--- config.mk ---
export PLATFORM = sky130hd
export DESIGN_NAME = stopwatch_ctrl
export DESIGN_NICKNAME = d
export VERILOG_FILES = /design/src/rtl/stopwatch_ctrl.sv
export SDC_FILE = /design/constraint.sdc
export NUM_CORES = 1
export LEC_CHECK = 0
export CORE_UTILIZATION = 40
export CTS_CLUSTER_DIAMETER = 120
export DETAILED_ROUTE_END_ITERATION = 12
export PLACE_DENSITY = 0.65
export SYNTH_ARGS = -nofsm -noshare
export SYNTH_HDL_FRONTEND = slang
export SYNTH_SLANG_ARGS = --single-unit
--- constraint.sdc ---
create_clock -name clk -period 3.1 [get_ports clk]
set_input_delay 0.93 -clock clk [delete_from_list [all_inputs] [get_ports clk]]
set_output_delay 0.93 -clock clk [all_outputs]
set_load 0.02 [all_outputs]
--- src/rtl/stopwatch_ctrl.sv ---
// Stopwatch button sequencer: turns the start/stop and lap/reset button levels
// into one-cycle {stop, reset, start} pulses, tracks run state and freezes the display on lap capture.
module stopwatch_ctrl #(
    parameter int unsigned LAP_HOLD_CYCLES = 200000000,
    parameter int unsigned HOLD_W          = 28,
    parameter int unsigned LAP_W           = 4
) (
    input  logic              clk,
    input  logic              reset,
    input  logic              btn_ss,
    input  logic              btn_lr,
    input  logic [31:0]       count,
    output logic [2:0]        control,
    output logic [31:0]       display_value,
    output logic              lap_active,
    output logic              running,
    output logic [LAP_W-1:0]  lap_num
);

    localparam logic [1:0] S_IDLE   = 2'd0;
    localparam logic [1:0] S_RUN    = 2'd1;
    localparam logic [1:0] S_PAUSED = 2'd2;
    localparam logic [1:0] S_LAP    = 2'd3;

    localparam logic [2:0] CTRL_NONE  = 3'b000;
    localparam logic [2:0] CTRL_START = 3'b001;
    localparam logic [2:0] CTRL_RESET = 3'b010;
    localparam logic [2:0] CTRL_STOP  = 3'b100;

    localparam logic [HOLD_W-1:0] HOLD_LOAD = HOLD_W'(LAP_HOLD_CYCLES - 1);

    logic [1:0]        r_state;
    logic [2:0]        r_control;
    logic [LAP_W-1:0]  r_lap_num;
    logic [31:0]       r_lap_latch;
    logic [HOLD_W-1:0] r_hold;
    logic              r_ss_prev;
    logic              r_lr_prev;

    logic              w_ss_ev;
    logic              w_lr_ev;
    logic [1:0]        w_state_nxt;
    logic [2:0]        w_control_nxt;
    logic [LAP_W-1:0]  w_lap_num_nxt;
    logic [LAP_W-1:0]  w_lap_num_inc;
    logic [31:0]       w_lap_latch_nxt;
    logic [HOLD_W-1:0] w_hold_nxt;

    // Rising-edge detect: a held button yields a single event
    assign w_ss_ev = btn_ss & ~r_ss_prev;
    assign w_lr_ev = btn_lr & ~r_lr_prev;

    assign w_lap_num_inc = (r_lap_num == {LAP_W{1'b1}}) ? r_lap_num
                                                        : r_lap_num + LAP_W'(1);

    // State register and all sequential state
    always_ff @(posedge clk) begin
        if (reset) begin
            r_state     <= S_IDLE;
            r_control   <= CTRL_RESET;
            r_lap_num   <= '0;
            r_lap_latch <= '0;
            r_hold      <= '0;
            r_ss_prev   <= 1'b0;
            r_lr_prev   <= 1'b0;
        end else begin
            r_state     <= w_state_nxt;
            r_control   <= w_control_nxt;
            r_lap_num   <= w_lap_num_nxt;
            r_lap_latch <= w_lap_latch_nxt;
            r_hold      <= w_hold_nxt;
            r_ss_prev   <= btn_ss;
            r_lr_prev   <= btn_lr;
        end
    end

    // Next-state and pulse decode; start/stop takes priority, a coincident lap/reset is dropped
    always_comb begin
        w_state_nxt     = r_state;
        w_control_nxt   = CTRL_NONE;
        w_lap_num_nxt   = r_lap_num;
        w_lap_latch_nxt = r_lap_latch;
        w_hold_nxt      = r_hold;

        case (r_state)
            S_IDLE: begin
                if (w_ss_ev) begin
                    w_control_nxt = CTRL_START;
                    w_state_nxt   = S_RUN;
                end else if (w_lr_ev) begin
                    w_control_nxt = CTRL_RESET;
                    w_lap_num_nxt = '0;
                end
            end
            S_RUN: begin
                if (w_ss_ev) begin
                    w_control_nxt = CTRL_STOP;
                    w_state_nxt   = S_PAUSED;
                end else if (w_lr_ev) begin
                    w_lap_latch_nxt = count;
                    w_hold_nxt      = HOLD_LOAD;
                    w_lap_num_nxt   = w_lap_num_inc;
                    w_state_nxt     = S_LAP;
                end
            end
            S_LAP: begin
                if (w_ss_ev) begin
                    w_control_nxt = CTRL_STOP;
                    w_hold_nxt    = '0;
                    w_state_nxt   = S_PAUSED;
                end else if (w_lr_ev) begin
                    w_lap_latch_nxt = count;
                    w_hold_nxt      = HOLD_LOAD;
                    w_lap_num_nxt   = w_lap_num_inc;
                end else if (r_hold == '0) begin
                    w_state_nxt = S_RUN;
                end else begin
                    w_hold_nxt = r_hold - HOLD_W'(1);
                end
            end
            S_PAUSED: begin
                if (w_ss_ev) begin
                    w_control_nxt = CTRL_START;
                    w_state_nxt   = S_RUN;
                end else if (w_lr_ev) begin
                    w_control_nxt = CTRL_RESET;
                    w_lap_num_nxt = '0;
                    w_state_nxt   = S_IDLE;
                end
            end
            default: begin
                w_state_nxt = S_IDLE;
            end
        endcase
    end

    assign control       = r_control;
    assign lap_num       = r_lap_num;
    assign lap_active    = (r_state == S_LAP);
    assign running       = (r_state == S_RUN) || (r_state == S_LAP);
    assign display_value = (r_state == S_LAP) ? r_lap_latch : count;

endmodule

; ---- After elaboration in Yosys (flattened, before gate mapping)
; Index checks and enable logic that the tools add are counted.
[word_totals]
regBits = 71
latchBits = 0
mem_bits_rw = 0
rom_bits = 0
output_inout_bits = 41
n_memories = 0
[classes]
n_addsub = 2
n_mul = 0
div = 0
magnitude_cmp = 0
eq_ne = 17
shifts = 0
muxes = 26
bitwise_logic = 5
reduce_logical = 10
[ops]
columns = op, n
row1 = $mux 28, 5
row2 = $pmux 28 s2, 1
row3 = $mux 32, 1
row4 = $logic_not 28->1, 1
row5 = $sub 28x1->28 const B, 1
row6 = $mux 4, 5
row7 = $mux 2, 9
row8 = $ne 2x2->1 const B, 6
row9 = $reduce_and 5->1, 2
row10 = $ne 3x3->1 const B, 3
row11 = $pmux 2 s4, 1
row12 = $pmux 4 s2, 1
row13 = $mux 3, 2
row14 = $pmux 3 s2, 1
row15 = $add 4x1->4 const B, 1
row16 = $eq 2x2->1 const B, 2
row17 = $eq 4x4->1 const B, 1
row18 = $ne 2x1->1 const B, 2
row19 = $ne 4x4->1 const B, 1
row20 = $reduce_and 4->1, 1
row21 = $reduce_or 2->1, 2
row22 = $ne 3x1->1 const B, 1
row23 = $not 1->1, 3
row24 = $reduce_and 3->1, 1
row25 = 5 further kinds, 6

; ---- Longest topological paths before layout
[depth]
depth_word = 5
mapped_depth = 9

; ---- Least setup slack after synthesis
; OpenSTA, ideal clock, no wires.
[synth_path]
kind = input -> register
start = input btn_lr
end = register r_hold[17]
setup_ns = 0.122
t_arrival_ns = 2.326
path_slack_ns = 0.652
path_stages = 6
path_buffers = 1
path_cell_list = nor2b_1 clkbuf_1 mux2i_1 o21ai_1 nor2_1 a221o_1
[synth_between]
elab_chain_len = 4
elab_cells_between_ends = 7
[synth_rtl]
columns = item, line_no
row1 = start: declaration, 11  ; input logic btn_lr,
row2 = $and 1x1->1 *, 51  ; assign w_lr_ev = btn_lr & ~r_lr_prev;
row3 = $mux 28, 111  ; end else if (w_lr_ev) begin
row4 = $mux 28, 107  ; if (w_ss_ev) begin
row5 = $pmux 28 s2, 85  ; case (r_state)
row6 = end signal: assignment, 71  ; r_hold <= w_hold_nxt;
row7 = end: declaration, 36  ; logic [HOLD_W-1:0] r_hold;
; Mark *: on every way between the ends. The rest lies on a longest branch, timed or not.
; A chain may end at the register's enable or synchronous reset.

; ---- Worst setup path in the final report
[layout_path]
start = input count[13]
end = output display_value[13]
[layout_between]
elab_chain_len = 1
[layout_rtl]
columns = item, line_no
row1 = start: declaration, 12  ; input logic [31:0] count,
row2 = $mux 32, 141  ; assign display_value = (r_state == S_LAP) ? r_lap_latch : count;
row3 = end: declaration, 14  ; output logic [31:0] display_value,
; No other way between the ends.

==> results.ini <==
[run_status]
status=finished, final reports clean

[critical_path]
worst_setup_path_start_kind=input port
max_stage_delay_ns=0.60
critPathArrivalTime_ns=2.15
critical_path_class=input port to primary output
worstPathRequired_ns=2.17
crit_family=buffers and inverters
crit_buf_inv=2
path_cells=clkdlybuf4s50_1 -> nand2_1 -> nand2_1 -> clkdlybuf4s50_1
slowest_stage=clkdlybuf4s50_1
worstSetupEndpointType=primary output
worstPathMaxFanout=2

[global_routing]
grt_pass1_vias=3510
grt_pass1_wl_mm=17.1
gr-usage-all-layers=0.219
grt_antenna_before_repair=0
grt_max_degree=42
grt_overflow=0

[timing]
fin_tns_setup_ns=0
max_freq_ghz=0.324
timing.final.ws_setup_ns=0.0161
rsz0062_at_grt=no
post-route-min-period_ns=3.08
slew_viol_final=0
finClkSkew_ns=0.0135
finalHoldViolCount=0
timing.hold.ws_ns=0.453
period_share=0.995
worstMarginPinSlew_ns=0.911
setup_viol=0
relSlewSlack=0.387

[route]
routed_wl_mm=10.3
drt_iter0_drc=209
wl_per_cell_um=15.1
drt_pass1_iterations=5
vias=3806
antenna_left=0
drc=0
vias_per_cell=5.56

[layout]
fin_nets=612
fin_util=0.553
synthToLayoutAreaGrowth_pct=33.5
drive_gt1_frac=0.0832
diodes=0
fillCellCount=826
instances_no_fill=685
design_area_mm2=0.00483

[logic_synthesis]
synth-edff-count=0
yosysTopAreaCellShare=0.393
yosys_warnings=0
ys_seq_area_frac=0.393
ys_ff_latch=71
yosys.area.top_type=dfxtp_1
synth.distinct_cells=51
synth_fp_nets=537
synth_area_per_cell_um2=7.26
synth-async-reset-ratio=0
synth_area_mm2=0.00361
synth_cells=498
synth_top_flop_cell=dfxtp_1
synth.area.top_cells=dfxtp_1 39%, nand2_1 18%, a21oi_1 7.6%

[cts]
cts_buffers=9
clk_pin_slew_ns=0.08
clkSinkCount=71
cts-root-buf=clkbuf_8
tritoncts=yes
h-tree-depth=3
cts.path.max_buffers=2
clock_latency_ns=0.34

[placement]
preCtsSetupSlack_ns=0.00970
gp_congestion=0.874
dp_hpwl_mm=6.99
dpl.cell_count=670
port_buffers=76
placed_cell_area_mm2=0.00454

[die]
coreArea_mm2=0.00872
rows=34
die_area_mm2=0.00942
ioPinCount=77
start_util=0.414
die_h_um=97.1
dieWidth_um=97.1

[run]
drv_cap=0

[pwr]
power_mw=2.34
power_density_mw_per_mm2=484
peakVddDrop_v=0.000248
leakagePower_nw=2.19

[min_path]
min_path_type=register to register

[where the power goes]
part           switching [mW]  internal (mW)  total, mW  leakage (nW)
logic                   0.303          0.226      0.529          1.50
clock network           0.359          0.472      0.832         0.109
registers              0.0323          0.943      0.976         0.576
total                   0.695           1.64       2.34          2.19
[per-layer routing]
layer	GRT usage	vias up	routed length, µm
li1	-	1905	-
met1	0.294	1776	4720
met2	0.368	117	4970
met3	0.0396	8	567
met4	0.0471	0	79
met5	0	-	0
[cell type report]
type	count	area [µm²]	area share
clock inverters	5	81.3	0.0169
repair buffers	96	978	0.203
inverters	7	26.3	0.00544
well taps	108	135	0.0280
flip-flops and latches	71	1420	0.295
clock buffers	10	138	0.0285
multi-input cells	388	2050	0.424
[cells by family after synthesis]
| family | Yosys count | synth area share |
|---|---|---|
| flip-flops | 71 | 0.393 |
| AO/OA/AOI/OAI | 124 | 0.217 |
| adder cells (fa/ha/maj) | 3 | 0.0104 |
| multiplexers | 2 | 0.00554 |
| XOR/XNOR | 1 | 0.00242 |
| buffers and inverters | 39 | 0.0422 |
| AND/OR/NAND/NOR | 258 | 0.330 |
[Yosys cell counts, types with 2 or more instances]
cell type,count
a32o_1,5
nor2_1,16
or3_1,7
a2bb2oi_1,2
a211o_1,2
a21o_1,3
nand2_1,174
o31ai_1,9
buf_1,3
clkbuf_1,24
nand3_1,6
nor3b_1,2
o211a_1,2
nand4_1,6
buf_2,5
or4_1,10
ha_1,3
o22ai_1,2
nor4_1,5
o21ai_0,19
nor4_2,4
and3_1,2
a21oi_1,55
a31oi_1,5
or4b_2,2
o2111ai_1,3
nor2b_1,4
o2111a_1,2
nor3_1,8
or4_4,2
or2_2,2
o41ai_1,4
mux2i_1,2
nand2b_1,3
dfxtp_1,71
o21a_1,2
inv_1,7
a211oi_1,2
[worst paths after layout]
check,start,endpoint,slack [ns],depth (start not counted)
max,count[13],display_value[13],0.02,4
min,r_ss_prev,control[0],0.45,1
max reg2reg,r_hold[0],r_hold[0],0.60,8
min reg2reg,r_ss_prev,control[0],0.45,1
[sequential cells by signal (all words and copies together), names as in the netlist]
name	flops
lap_num	4
r_lap_latch	32
r_ss_prev	1
r_hold	28
control	3
r_state	2
r_lr_prev	1
[timing repair]
| item | CTS | global route |
|---|---|---|
| resized for setup | 0 | 27 |
| hold buffers | 0 | 0 |
| endpoints found under the setup margin | 0 | 27 |
| buffers inserted | 0 | 0 |
| hold endpoints to repair | 0 | 0 |
[layout by cell type, fill, tap and decap left out, drive strengths merged, types with 5 or more instances in the layout]
cell	instances
nand4	6
nand3	6
buf	20
a32o	5
dfxtp	71
a31oi	5
nor2	16
o21ai	20
nor4	9
nand2	174
nor3	8
o31ai	9
dlymetal6s2s	27
inv	8
clkbuf	10
or4	12
or3	8
a21oi	55
clkdlybuf4s50	49
Note: power is estimated with default switching activity, not from simulation.
==> variant (config.mk and constraints unchanged) <==
Put a register stage on the outputs `display_value`, `lap_active` and `running`, cleared by the reset. The values now appear one clock later. The other outputs are not delayed to match.
--- a/src/rtl/stopwatch_ctrl.sv
+++ b/src/rtl/stopwatch_ctrl.sv
@@ -136,9 +136,17 @@
 
     assign control       = r_control;
     assign lap_num       = r_lap_num;
-    assign lap_active    = (r_state == S_LAP);
-    assign running       = (r_state == S_RUN) || (r_state == S_LAP);
-    assign display_value = (r_state == S_LAP) ? r_lap_latch : count;
+    always_ff @(posedge clk) begin
+        if (reset) begin
+            display_value <= '0;
+            lap_active    <= '0;
+            running       <= '0;
+        end else begin
+            display_value <= (r_state == S_LAP) ? r_lap_latch : count;
+            lap_active    <= (r_state == S_LAP);
+            running       <= (r_state == S_RUN) || (r_state == S_LAP);
+        end
+    end
 
 endmodule
 
Formal check against the unedited RTL: not equivalent (a bounded check fails within 4 cycles, from zero or initial values and one cycle with reset high).
==> variant against the original RTL <==
  * Setup slack better by 0.36 ns
  * Sequential cell count is 34 higher
  * Synthesized area is 21% higher
  * Synthesized cell count is 10% higher
  * Combinational power is 8.7% lower
  * Routed wire length is 8.1% higher
  * Total power is 18% higher
  * Design area is 14% higher
  * Critical endpoint is now r_hold[0]
  * Largest cell class is now sequential cells
  * Highest routed layer unchanged
==> variant: results <==
group,metric,value,unit
outcome,outcome,"finished clean",
worst_setup_path,crit_path_top_delay_cell,"and4_1",
min_path,hold_start,"r_lap_latch[22]",
power,ir_drop,0.296,mV
placed_design,hpwl,7340,um
synth,synthAdderAreaFrac,0.860,%
worst_setup_path,crit_fanout,17,
power,clk-power,0.000836,W
global_routing,grt_pass1_wl,18500,um
sta,slew_headroom,51.3,%
synth,synthMuxAreaShare,0.946,%
worst_setup_path,reg2reg_depth,6,
power,leakagePower,1.99,nW
synth,async_flop_share,0,%
power,p_int,0.00193,W
placed_design,gp_congestion,0.829,
min_path,hold_end,"display_value[22]",
synth,ys_top_cells_by_count,"nand2_1 (145), dfxtp_1 (105), a21oi_1 (88), clkbuf_1 (32), nor2_1 (20)",
detailed_routing,drtIter0Drc,207,
power,powerSeq,0.00144,W
global_routing,grt_pass1_vias,3850,
detailed_routing,routed_wl,11200,um
detailed_routing,top_layer,"met4",
finish,drive_gt1_share,6.79,%
synth,syn-num-nets,587,
sta,finClkSkew,0.0165,ns
worst_setup_path,arrival,3.02,ns
sta,holdWs,0.452,ns
finish,nets,653,
synth,synth_cells,548,
placed_design,placed_cells,739,
worst_setup_path,rrSetupSlack,0.62,ns
detailed_routing,routed-via-count,4162,
synth,synth.area.top_cells,"dfxtp_1 (48%), nand2_1 (12%), a21oi_1 (10%), clkbuf_1 (2.8%), a311oi_1 (2.0%)",
placed_design,dpl_cell_area,0.00530,mm2
min_path,holdPathStages,2,
finish,finalNonFillerCells,755,
global_routing,grt_max_degree,86,
placed_design,io_buffers,76,
synth,synth_xor_area_share,0.201,%
synth,ys_seq_area_share,48.2,%
worst_setup_path,path_delay_family,"simple AND/OR/NAND/NOR gates",
clock_network,cts_inserted_buffers,9,
placed_design,dp_slack,0.104,ns
detailed_routing,met1_length,5260,um
finish,area_growth,25.9,%
synth,synthDistinctLibCells,42,
clock_network,ctsHoldBuffers,0,
detailed_routing,wl_met2,5290,um
global_routing,grt_usage,20.1,%
clock_network,clk_pin_slew,0.12,ns
power,p_comb,0.000483,W
synth,synth_compound_area_share,20.2,%
worst_setup_path,r2r-start,"r_hold[8]",
detailed_routing,wl_met3,508,um
synth,synth_ff_type,"dfxtp_1",
min_path,hold_class,"reg2reg",
clock_network,clkLatencyLatePin,0.37,ns
finish,nFillCells,1010,
clock_network,root_buffer,"clkbuf_8",
## variant: worst max path at each step
stage                 end  depth (start not counted)    from  slack, ns
6_report        r_hold[0]                          8  btn_ss       0.37
5_1_grt         r_hold[5]                          8  btn_lr       0.25
4_1_cts         r_hold[8]                          8  btn_ss       0.45
3_5_place_dp    r_hold[5]                          8  btn_ss       0.10
3_3_place_gp    r_hold[8]                          8  btn_ss       0.09
2_1_floorplan  r_hold[11]                          7  btn_ss       0.70
## variant: layout make-up
type / count / area [um2] / area share, %
clock buffer: 9 / 124 / 2.26
inverter: 6 / 22.5 / 0.410
sequential: 105 / 2100 / 38.3
timing repair buffer: 93 / 908 / 16.5
clock inverter: 7 / 73.8 / 1.34
tap: 136 / 170 / 3.10
multi-input combinational: 399 / 2090 / 38.1
## variant: routing by layer
| metal | track usage (%) | up-vias |
|---|---|---|
| met1 | 26.4 | 1979 |
| met4 | 5.97 | 0 |
| met2 | 34.1 | 111 |
| met3 | 2.82 | 11 |
| met5 | 0 | - |
| li1 | - | 2061 |
